$ cat src/rtl/lab1_imul_prod_accum.sv
// rtl/lab1_imul_prod_accum.sv - sums each group of p_nterms products into one signed 32-bit total
// Optional LAB1_IMUL_PROD_ACCUM_SAT_EN: signed-saturating adds with a sticky per-group overflow flag.
module lab1_imul_prod_accum #(
   parameter int p_nterms = 4
) (
   input  logic        clk,
   input  logic        reset,
   input  logic        in_val,
   output logic        in_rdy,
   input  logic [31:0] in_msg,
   output logic        out_val,
   input  logic        out_rdy,
   output logic [31:0] out_msg,
   output logic        out_ovf
);
   localparam int            CW       = (p_nterms > 1) ? $clog2(p_nterms) : 1;
   localparam logic [CW-1:0] LAST     = CW'(p_nterms - 1);
   localparam logic [0:0]    ST_ACCUM = 1'b0;
   localparam logic [0:0]    ST_DONE  = 1'b1;

   logic [0:0]    state;
   logic [CW-1:0] cnt;
   logic [31:0]   acc;
   logic [31:0]   sum;
   logic [31:0]   acc_next;
   logic          xfer;

   // Handshake outputs come only from registered state and reset.
   assign in_rdy  = !reset && (state == ST_ACCUM);
   assign out_val = !reset && (state == ST_DONE);
   assign out_msg = reset ? 32'd0 : acc;
   assign xfer    = in_val && in_rdy;
   assign sum     = acc + in_msg;

`ifdef LAB1_IMUL_PROD_ACCUM_SAT_EN
   logic sum_ovf;
   logic ovf;

   // Signed overflow: both operands share a sign that the wrapped sum does not.
   assign sum_ovf = (acc[31] == in_msg[31]) && (sum[31] != acc[31]);

   always_comb begin
      acc_next = sum;
      if (sum_ovf) begin
         acc_next = acc[31] ? 32'h8000_0000 : 32'h7FFF_FFFF;
      end
   end

   always_ff @(posedge clk) begin
      if (reset) begin
         ovf <= 1'b0;
      end else if (xfer) begin
         ovf <= (cnt == '0) ? 1'b0 : (ovf | sum_ovf);
      end
   end

   assign out_ovf = out_val && ovf;
`else
   assign acc_next = sum;
   assign out_ovf  = 1'b0;
`endif

   always_ff @(posedge clk) begin
      if (reset) begin
         state <= ST_ACCUM;
         cnt   <= '0;
         acc   <= 32'd0;
      end else begin
         case (state)
            ST_ACCUM: begin
               if (xfer) begin
                  acc <= (cnt == '0) ? in_msg : acc_next;
                  if (cnt == LAST) begin
                     cnt   <= '0;
                     state <= ST_DONE;
                  end else begin
                     cnt <= cnt + 1'b1;
                  end
               end
            end
            default: begin
               if (out_rdy) begin
                  state <= ST_ACCUM;
               end
            end
         endcase
      end
   end
endmodule
$ cat config.mk
export PLATFORM = sky130hd
export DESIGN_NAME = lab1_imul_prod_accum
export DESIGN_NICKNAME = d
export VERILOG_FILES = /design/src/rtl/lab1_imul_prod_accum.sv
export SDC_FILE = /design/constraint.sdc
export NUM_CORES = 1
export LEC_CHECK = 0
export BUFFER_PORTS_ARGS = -buffer_cell sky130_fd_sc_hd__clkbuf_2
export CELL_PAD_IN_SITES_DETAIL_PLACEMENT = 0
export CELL_PAD_IN_SITES_GLOBAL_PLACEMENT = 1
export CORE_ASPECT_RATIO = 0.9
export CORE_UTILIZATION = 44
export DETAILED_ROUTE_END_ITERATION = 8
export PLACE_DENSITY_LB_ADDON = 0.12
export SLEW_MARGIN = 0
export SYNTH_ARGS = -nofsm -noshare
export SYNTH_HDL_FRONTEND = slang
export SYNTH_SLANG_ARGS = --single-unit
$ cat constraint.sdc
create_clock -name clk -period 5.9 [get_ports clk]
set_input_delay 0.885 -clock clk [delete_from_list [all_inputs] [get_ports clk]]
set_output_delay 0.885 -clock clk [all_outputs]
set_load 0.02 [all_outputs]
==> results by group <==
Status
  – Status: finished clean

Global route
  – GRT Overall Usage: 24.7%
  – Congestion Overflow GR: 0
  – Largest net degree at the start of global routing: 55
  – Vias in the first global route: 3456
  – First-pass GRT wire length: 16.2 mm
  – Initial antenna violation count: 0

Clock tree
  – Post-CTS setup buffers: 0
  – H-tree levels: 2
  – Hold_buf cts: 0
  – Cts bufs inserted: 5
  – Clock Tree Buf Depth: 2
  – CTS root buf: clkbuf_8
  – CTS tree: yes
  – Post-CTS sizing: 0
  – Clock Latency Late Sink: approximately 300 ps
  – # clock sinks: 35
  – Reg clk slew, reported paths: 90 ps

Layout
  – Multi-input logic area: 2670 sq um
  – Area Growth Syn to Fin: 12.9%
  – Sequential Area: around 700 sq um
  – Fin nets: 602
  – Layout cells sized above 1: 17.8%
  – Ant diodes: 0
  – Post-layout util: between 50% and 60%
  – Final Non-Filler Cells: about 630
  – Number of fill cells: 804

Yosys
  – Top cells by area, synth: dfxtp_1 20%, ha_1 12%, a21oi_1 7.8%
  – Synth top cells by count: 55 x a21oi_1, 55 x nand2_1, 35 x dfxtp_1
  – Synth warn: 0
  – Syn_area_per_cell: roughly 7.3 sq um
  – EDFF count, synth: 0
  – Syn nets: 550
  – Dominant synthesized flop cell: dfxtp_1
  – Asr flop ratio synth: 0%
  – Mapped Cells: 480
  – Synthesized flop and latch total: 35
  – Post-synthesis sequential area ratio: 19.9%
  – Yosys top cell by area: dfxtp_1
  – Mapped Area: between 3000 and 4000 sq um
  – Unique masters post-synth: 59
  – Post-synth top area share: 19.9%

Route
  – Antenna-violating nets left: 0
  – Vias/cell: 5.87
  – Via count: about 3.7k
  – DRT iter0 DRCs: between 200 and 250
  – Remaining DRCs: 0
  – Initial DRT Pass Iterations: 4
  – Avg WL per Cell: roughly 16 microns
  – Final wirelength: roughly 10 mm

Timing
  – Final hold violation count: 0
  – Min Tclk post-route: around 3100 ps
  – Setup violators final: 0
  – Fmax: 320 MHz
  – Clk_skew: 9.71 ps
  – Fin crit share: between 50% and 60%
  – Hold WS: 510 ps
  – Headroom to the max-slew limit: 24.6%
  – Slew at the pin closest to its max-slew limit: around 1100 ps
  – Final Max Tran Viols: 0
  – Worst setup margin: 2770 ps
  – Final TNS setup: 0 ps
  – RSZ-0062 raised after global routing: false

Placed design
  – Placed cells: 621
  – Pre-CTS setup slack: 2460 ps
  – GPL Wtd Cong: 0.909
  – Count of input and output buffers: 69
  – Post-DP HPWL: 7.47 mm

Floorplan
  – Rows: 30
  – Die Ht: about 87 microns
  – Ports: just over 70
  – Initial Utilization: a little under half
  – Die X: 96.2 microns
  – DIE AREA: 8360 sq um
  – Core Area: 7660 sq um

Setup path
  – Setup crit start: in_msg[0]
  – CP Launch Type: input port
  – Required @ worst endpoint: 6080 ps
  – Reg-to-Reg End: acc[20]
  – Path depth of the worst reg2reg path: 9
  – Crit path capture: acc[20]
  – Reg-to-reg slack, setup: 3150 ps
  – Crit path kind: input port to flop
  – Crit path DAT: 3310 ps
  – Crit Path Max Fanout: 4
  – Reg2reg start: acc[0]
  – Setup crit end kind: flop

Flow run
  – Max cap viols: 0

Power
  – Power density cells: 258 nW/um^2
  – Static leakage: roughly 1.9 nW
  – VDD IR max: 0.0886 mV

Hold path
  – HP Class: flop to flop
==> layout make-up <==
type / count / area share [%]
multi-input combinational: 411 / 67.3
clock buffer: 5 / 1.73
sequential: 35 / 17.6
clock inverter: 3 / 0.378
timing repair buffer: 72 / 9.27
inverter: 7 / 0.662
tap: 96 / 3.03
==> power breakdown <==
part           switching, mW  internal [mW]
logic                  0.336          0.211
registers             0.0193          0.272
clock network          0.104         0.0812
total                  0.459          0.565
==> worst max-delay path, cell delays in order <==
cell      delay (ps)
clkbuf_2         100
ha_1             230
fa_1             440
a211oi_2         300
nor3_2           110
nor4_4           400
o21ai_2          180
a311oi_1         360
mux2i_1          220
nand2_1           70
==> how the worst min path moves through the flow <==
| stage | start | to | depth (start not counted) |
|---|---|---|---|
| after floorplan | cnt[1] | cnt[1] | 2 |
| after global placement | cnt[1] | cnt[1] | 2 |
| after detailed placement | cnt[1] | cnt[1] | 2 |
| after CTS | cnt[1] | cnt[1] | 2 |
| after global routing | cnt[1] | cnt[1] | 2 |
| final | cnt[1] | cnt[1] | 2 |
==> cell usage in the layout, fill, tap and decap left out, types with 4 or more instances in the layout <==
| master | netlist | final |
|---|---|---|
| a21boi_0 | 5 | 5 |
| a21o_1 | 9 | 9 |
| nand2_1 | 55 | 55 |
| a21oi_1 | 55 | 55 |
| nor3_1 | 21 | 21 |
| inv_1 | 7 | 7 |
| o21ai_0 | 31 | 31 |
| or3_1 | 4 | 4 |
| dfxtp_1 | 35 | 35 |
| nand3_1 | 9 | 9 |
| nor2_1 | 32 | 32 |
| nand4_1 | 4 | 4 |
| o21ai_1 | 4 | 4 |
| xnor2_1 | 8 | 8 |
| clkbuf_8 | 0 | 5 |
| o21a_1 | 7 | 7 |
| ha_1 | 33 | 32 |
| o211ai_1 | 7 | 7 |
| nor2b_1 | 34 | 34 |
| and3_1 | 22 | 22 |
| a211oi_1 | 5 | 5 |
| mux2i_1 | 10 | 10 |
| clkbuf_2 | 0 | 69 |
| xor2_1 | 10 | 10 |
==> cell families (layout without fill, tap and decap cells) <==
kind of cell	count (synthesis)	in the layout	share of synthesized area (%)
AND/OR/NAND/NOR	193	193	27.9
AO/OA/AOI/OAI	155	155	28.2
flip-flops	35	35	19.9
adder cells (fa/ha/maj)	34	34	12.3
buffers and inverters	34	87	4.20
XOR/XNOR	18	18	4.48
multiplexers	10	10	2.85
other	1	1	0.107
==> per-layer routing <==
layer	vias up	part of all wire (%)	global-route usage [%]
met4	0	0.78	4.07
li1	1850	-	-
met3	8	6.3	3.60
met5	-	0	0
met1	1731	51	36.6
met2	101	42	37.8
==> sequential cells by signal, summed over array words and instances, names as in the netlist <==
register  flops
cnt           2
acc          32
state         1
==> through the flow <==
step / power [mW] / instance area (sq um)
2_1_floorplan: 0.709 / 3520
5_1_grt: 1.10 / 3970
3_3_place_gp: 0.830 / 3890
6_report: 1.02 / 3970
3_5_place_dp: 0.836 / 3890
4_1_cts: 1.02 / 3970
Note: power is estimated with default switching activity, not from simulation.
